[src/rtl/seq_stream_arbiter.sv]
// Round-robin time-share of one serial sequence detector: FLUSH, FRAME_LEN-bit STREAM, DRAIN per grant.
// Hits reach `hit` two cycles after the completing bit; define SEQ_ARB_CNT_CLR_EN to add the cnt_clr input.
module seq_stream_arbiter #(
  parameter int N_REQ     = 4,
  parameter int FRAME_LEN = 16,
  parameter int CNT_W     = 8
) (
  input  logic                   clk,
  input  logic                   reset,
`ifdef SEQ_ARB_CNT_CLR_EN
  input  logic                   cnt_clr,
`endif
  input  logic [N_REQ-1:0]       req,
  input  logic [N_REQ-1:0]       din_bus,
  output logic [N_REQ-1:0]       gnt,
  output logic                   det_din,
  output logic                   det_reset,
  input  logic                   det_dout,
  output logic [N_REQ-1:0]       hit,
  output logic [N_REQ*CNT_W-1:0] hit_cnt,
  output logic                   busy
);

  localparam int OW = (N_REQ > 1) ? $clog2(N_REQ) : 1;
  localparam int BW = (FRAME_LEN > 1) ? $clog2(FRAME_LEN) : 1;
  localparam logic [CNT_W-1:0] CNT_MAX = '1;

  typedef enum logic [1:0] {IDLE, FLUSH, STREAM, DRAIN} state_t;

  state_t           state, state_d;
  logic [OW-1:0]    owner, rr_sel;
  logic             arb;
  logic [BW-1:0]    bit_cnt;
  logic             hit_ev;
  logic             clr;
  logic [CNT_W-1:0] cnt_q [N_REQ];

`ifdef SEQ_ARB_CNT_CLR_EN
  assign clr = cnt_clr;
`else
  assign clr = 1'b0;
`endif

  // Scan the wrapped order backwards so the first requester after owner is written last and wins.
  always_comb begin
    rr_sel = owner;
    for (int i = N_REQ; i >= 1; i--) begin
      if (req[(int'(owner) + i) % N_REQ]) begin
        rr_sel = OW'((int'(owner) + i) % N_REQ);
      end
    end
  end

  always_comb begin
    state_d = state;
    arb     = 1'b0;
    case (state)
      IDLE: begin
        if (|req) begin
          state_d = FLUSH;
          arb     = 1'b1;
        end
      end
      FLUSH:  state_d = STREAM;
      STREAM: begin
        if (bit_cnt == BW'(FRAME_LEN - 1)) state_d = DRAIN;
      end
      DRAIN: begin
        if (|req) begin
          state_d = FLUSH;
          arb     = 1'b1;
        end else begin
          state_d = IDLE;
        end
      end
      default: state_d = IDLE;
    endcase
  end

  always_comb begin
    gnt     = '0;
    det_din = 1'b0;
    if (state == STREAM) begin
      gnt[owner] = 1'b1;
      det_din    = din_bus[owner];
    end
  end

  assign det_reset = reset | (state == FLUSH);
  assign busy      = (state != IDLE);
  // DRAIN is included so the Moore output for the frame's last bit is still attributed.
  assign hit_ev    = det_dout & ((state == STREAM) | (state == DRAIN));

  always_ff @(posedge clk) begin
    if (reset) begin
      state   <= IDLE;
      owner   <= OW'(N_REQ - 1);
      bit_cnt <= '0;
      hit     <= '0;
    end else begin
      state <= state_d;
      if (arb) owner <= rr_sel;
      if (state == FLUSH) begin
        bit_cnt <= '0;
      end else if (state == STREAM) begin
        bit_cnt <= bit_cnt + BW'(1);
      end
      hit <= '0;
      if (hit_ev) hit[owner] <= 1'b1;
    end
  end

  always_ff @(posedge clk) begin
    for (int k = 0; k < N_REQ; k++) begin
      if (reset || clr) begin
        cnt_q[k] <= '0;
      end else if (hit_ev && (owner == OW'(k)) && (cnt_q[k] != CNT_MAX)) begin
        cnt_q[k] <= cnt_q[k] + CNT_W'(1);
      end
    end
  end

  for (genvar g = 0; g < N_REQ; g++) begin : g_pack
    assign hit_cnt[g*CNT_W +: CNT_W] = cnt_q[g];
  end

endmodule
[config.mk]
export PLATFORM = sky130hd
export DESIGN_NAME = seq_stream_arbiter
export DESIGN_NICKNAME = d
export VERILOG_FILES = /design/src/rtl/seq_stream_arbiter.sv
export SDC_FILE = /design/constraint.sdc
export NUM_CORES = 1
export LEC_CHECK = 0
export CAP_MARGIN = 20
export CORE_UTILIZATION = 50
export CTS_CLUSTER_DIAMETER = 50
export DETAILED_ROUTE_END_ITERATION = 10
export GPL_ROUTABILITY_DRIVEN = 0
export HOLD_SLACK_MARGIN = 0.08
export PLACE_DENSITY_LB_ADDON = 0.12
export SLEW_MARGIN = 25
export SYNTH_ARGS = -nofsm -noshare
export SYNTH_HDL_FRONTEND = slang
export SYNTH_SLANG_ARGS = --single-unit
[constraint.sdc]
create_clock -name clk -period 3.21 [get_ports clk]
set_clock_uncertainty 0.05 [all_clocks]
set_input_delay 0.4815 -clock clk [delete_from_list [all_inputs] [get_ports clk]]
set_output_delay 0.4815 -clock clk [all_outputs]
set_load 0.03 [all_outputs]
# After elaboration in Yosys (flattened, before gate mapping)
# Memory sizes are Yosys's and may differ from the RTL's.
# Cells that the tools add are included.
[word_totals] mem_bits_rw=32 reg_bits=12 input_bits=11 output_inout_bits=43 mem_count=1 elab_cells=114
[mem_list] name="cnt_q" depth=4 word_bits=8 rd=4 rd_clocked_by_memory_dff=0 write_ports=4 line_no="36" rtl="logic [CNT_W-1:0] cnt_q [N_REQ];"
[classes] n_mux=46 n_eq_ne=13 n_reduce_logical=23 add_sub_neg=9 n_bitwise=12 order_cmp=6
[op_table] operator="8-bit by 1-bit adder with 8-bit output, second input constant" n=4
[op_table] operator="8-bit two-way mux" n=4
[op_table] operator="8-bit inequality test, second input constant" n=4
[op_table] operator="1-bit two-way mux" n=28
[op_table] operator="3-bit by 4-bit < comparator with 1-bit output, second input constant" n=4
[op_table] operator="2-bit OR reduction" n=7
[op_table] operator="2-bit two-way mux" n=6
[op_table] operator="1-bit binary-select mux with 2-bit select" n=5
[op_table] operator="1-bit logical AND" n=9
[op_table] operator="2-bit equality test, second input constant" n=4
[op_table] operator="2-bit case mux with 4 select lines" n=1
[op_table] operator="1-bit bitwise OR" n=6
[op_table] operator="2-bit by 1-bit adder with 2-bit output, second input constant" n=2
[op_table] operator="2-bit adder, second input constant" n=2
[op_table] operator="4-bit by 1-bit adder with 4-bit output, second input constant" n=1
[op_table] operator="1-bit bitwise AND, first input constant" n=4
[op_table] operator="2-bit by 1-bit equality test with 1-bit output, second input constant" n=2
[op_table] operator="4-bit equality test, second input constant" n=1
[op_table] operator="2-bit logical NOT" n=2
[op_table] operator="4-bit two-way mux" n=1
[op_table] operator="2-bit inequality test, second input constant" n=2
[op_table] operator="2-bit AND reduction" n=2
[op_table] operator="4-bit nonzero test" n=1
[op_table] operator="4-bit OR reduction" n=1
[op_table] operator="other kinds (6)" n=6

# Depth between registers and ports, before layout
[depth] word_depth=10 mapped_depth=7 mapped_depth_nobuf=6

# Worst setup path after synthesis
# Ideal clock, no wire load.
[synth_timing] path_type="reg2reg" start="memory cnt_q[3][0]" end="memory cnt_q[3][0] (enable)" required_ps=2898 arrival_time_ps=1536 stages_incl_launch_ff=6 setup_ps=262 n_path_buf=0 period_less_slack_ps=1848 path_slack_ps=1362 cell_sequence="edfxtp_1 > ha_1 > nand3_1 > nor2_1 > nand3_1 > a31o_2"
[synth_lines] item="start, declared" line_no="36"

# Final worst setup path
[layout_timing] start="register owner[0]" end="output det_din"
[layout_via] elab_chain_len=3
[layout_lines] item="start, declared" line_no="31" rtl="logic [OW-1:0] owner, rr_sel;"
[layout_lines] item="start signal, assigned" line_no="97" rtl="owner <= OW'(N_REQ - 1);"
[layout_lines] item="start signal, assigned" line_no="102" rtl="if (arb) owner <= rr_sel;"
[layout_lines] item="1-bit binary-select mux with 2-bit select" line_no="85" rtl="det_din = din_bus[owner];"
[layout_lines] item="1-bit two-way mux (not written as such)" line_no="85"
[layout_lines] item="1-bit two-way mux" line_no="83" rtl="if (state == STREAM) begin"
[layout_lines] item="end, declared" line_no="16" rtl="output logic det_din,"
# Every way passes these cells. The select of a mux whose other input is x is not followed.

==> impl_metrics.csv <==
group,metric,value,unit
status,outcome,"complete, but fails checks",
status,violations,"design-rule violations",
min_path,hold_path_startpoint,"bit_cnt[1]$_SDFFE_PP0P_",
floorplan,dieHeight,71.35,um
yosys,synth_top_family_by_area,"simple AND/OR/NAND/NOR gates",
clock_network,cts.path.max_buffers,2,
clock_network,cts_hold_buf,0,
route,first_pass_iters,7,
final_layout,nets,307,
global_routing,grtUsageTotal,19.48,%
clock_network,clock_sinks,44,
yosys,synth_edf_count,32,
global_routing,antenna_found_initial,0,
clock_network,cts_made_buffers,5,
yosys,ys.flop_type,"edfxtp_1",
timing,hold_viol_final,0,
power_and_ir_drop,p_leak,1.186,nW
global_routing,grt_pass1_vias,1710,
global_routing,grt_pass1_wl,7686,um
min_path,holdPathStages,2,
floorplan,num_rows,24,
timing,rsz0062_at_grt,"no",
floorplan,io_pins,54,
yosys,synth_cells,226,
global_routing,grt_max_degree,15,
yosys,synth_compound_area_share,4.579,%
critical_path,worstRegToRegCells,6,
global_routing,top_usage_layer,"met2",
yosys,synthTopCellsByCount,"41 x nor2_1, 32 x edfxtp_1, 20 x nand3_1",
critical_path,crit_fanout,10,
yosys,synth_top_cell_area_share,39.96,%
critical_path,required,2.68,ns
job,drv_cap,0,
clock_network,cts-resized-gates,0,
clock_network,clock_latency,0.29,ns
critical_path,cp-end-kind,"output pin",
critical_path,cp-start-kind,"register",
timing,tns,0,ns
global_routing,grt.overflow.total,0,
timing,drv_slew,0,
route,viasPerCell,5.418,
yosys,yosys.area_share.simple,20.55,%
global_routing,grt.met3_usage,4.360,%
yosys,syn_area,0.002405,mm2
yosys,synthArstFlopShare,0,%
timing,finalWorstSetupSlack,0.4738,ns
yosys,synth_fp_nets,251,
route,drt-initial-drc-count,94,
critical_path,regToRegStartpoint,"state[0]$_SDFFE_PP0P_",
route,wirelength,4651,um
critical_path,rrSetupSlack,1.09,ns
final_layout,fin_util,68.43,%
timing,slew_headroom,51.34,%
clock_network,cts-htree-levels,2,
yosys,synthAdderAreaFrac,7.284,%
place,dp_slack,0.5218,ns
floorplan,dieArea,0.005091,mm2
final_layout,seqCellArea,0.001201,mm2
yosys,yosysSeqAreaShare,49.95,%
global_routing,grt_util_met1,26.02,%
yosys,synthMuxAreaShare,4.839,%
timing,fmax,365.5,MHz
clock_network,cts_tree,"built",
timing,setup_viol,0,
yosys,yosysTopAreaCell,"edfxtp_1",
floorplan,core_region_area,0.004474,mm2
yosys,synth.distinct_cells,33,
final_layout,fillers,371,
global_routing,grtUsageMet2,32.17,%
yosys,yosysWarningCount,0,
route,drc,6,
critical_path,rr_endpoint,"cnt_q[0][4]$_SDFFCE_PN0P_",
place,hpwl,3491,um
min_path,hold_class,"register to register",
critical_path,cp.arrival,2.20,ns
floorplan,initial_core_util,53.75,%
route,vias,1815,
min_path,hold_path_end,"bit_cnt[1]$_SDFFE_PP0P_",
final_layout,diodes,0,
critical_path,crit_type,"register to output pin",
yosys,synth_xor_area_share,9.834,%
yosys,syn_area_per_cell,10.64,um2
place,portBuffers,53,
final_layout,multi_input_area,0.001132,mm2
floorplan,dieWidth,71.35,um
power_and_ir_drop,max-vdd-ir-drop,0.4794,mV
clock_network,clockRootBuffer,"clkbuf_8",
clock_network,clkTransAtPathRegs,0.08,ns
yosys,ys_ff_latch,44,
power_and_ir_drop,powerDensity,577.6,mW/mm2
route,drtAntennaViolNets,0,
route,wl_per_cell,13.88,um
yosys,synth_area_leaders,"edfxtp_1 40%, dfxtp_1 10%, ha_1 7.3%",
timing,tightest_slew,0.7237,ns
clock_network,cts_setup_buffers,0,
final_layout,syn2layout_area_growth,27.32,%
timing,finalCritPeriodShare,85.24,%
timing,period_needed,2.736,ns
final_layout,final_layout_size_suffix_gt1_share,5.300,%
yosys,synth_most_common_cell,"nor2_1",
==> worst max path at each step <==
stage | start | to | slack (ns) | cells past startpoint
3_5_place_dp | din_bus[1] | det_din | 0.52 | 4
6_report | owner[0]$_SDFFE_PP1P_ | det_din | 0.47 | 3
3_3_place_gp | din_bus[1] | det_din | 0.53 | 4
2_1_floorplan | cnt_q[3][0]$_SDFFCE_PN0P_ | cnt_q[3][0]$_SDFFCE_PN0P_ | 1.36 | 5
4_1_cts | owner[0]$_SDFFE_PP1P_ | det_din | 0.46 | 3
5_1_grt | owner[0]$_SDFFE_PP1P_ | det_din | 0.35 | 3
==> kinds of logic (layout without fill, tap and decap cells) <==
family | after synthesis | in the layout
AOI/OAI and AO/OA | 15 | 15
xor gates and xnor gates | 27 | 27
adders and majority gates | 14 | 14
buffers and inverters | 17 | 74
DFF | 44 | 44
muxes | 7 | 7
and+or+nand+nor | 102 | 102
==> stage by stage <==
stage	area (um2)	hold WS, ns	instances	power, W
final	3062	0.4926	335	0.001768
after detailed placement	2978	0.4722	327	0.001443
after floorplan	2405	0.4299	226	0.001239
after CTS	3062	0.4909	335	0.001780
after global placement	2978	0.4596	327	0.001431
after global routing	3062	0.5127	335	0.001884
==> where the power goes <==
part	internal (W)	switching, W	total (W)	leakage, nW
logic	0.000300	0.000361	0.000662	0.711
clock network	0.000153	0.000182	0.000335	0.0455
registers	0.000680	0.0000915	0.000772	0.429
==> worst max-delay path, stage by stage, from the launching register on <==
cell and delay [ns]:
dfxtp_1 0.57, mux4_1 0.60, and2_1 0.17, clkdlybuf4s50_1 0.58
==> registers in the layout (all words and copies together), names as in the netlist <==
name,cells
hit,4
bit_cnt,4
cnt_q,32
owner,2
state,2
==> per-layer routing <==
layer / vias up / part of all wire (%)
met2: 41 / 47
met3: 2 / 4.5
met5: - / 0
met1: 861 / 48
met4: 0 / 0.41
li1: 911 / -
==> cell type report <==
| cell class | instances | area share (%) |
|---|---|---|
| inverter | 13 | 1.594 |
| sequential | 44 | 39.23 |
| clock buffer | 6 | 2.370 |
| multi-input combinational | 165 | 36.98 |
| tap | 52 | 2.125 |
| clock inverter | 2 | 0.3678 |
| timing repair buffer | 53 | 17.33 |
==> layout by cell type, fill, tap and decap left out, drive strengths merged <==
| cell type | count |
|---|---|
| a32oi | 1 |
| clkbuf | 6 |
| a21oi | 4 |
| or2 | 2 |
| edfxtp | 32 |
| nor2b | 2 |
| and4 | 2 |
| o21a | 1 |
| or4 | 1 |
| nand4 | 6 |
| mux4 | 3 |
| inv | 14 |
| o31ai | 2 |
| nor2 | 41 |
| clkinv | 1 |
| and3 | 7 |
| a311oi | 1 |
| xnor2 | 10 |
| clkdlybuf4s50 | 53 |
| a31o | 4 |
| xor2 | 17 |
| o22ai | 1 |
| o41ai | 1 |
| nor4 | 1 |
| ha | 14 |
| and2 | 8 |
| mux2 | 1 |
| dfxtp | 12 |
| nand3 | 20 |
| nand2 | 12 |
| mux2i | 3 |
No activity file was read; power rests on OpenSTA's default activity.
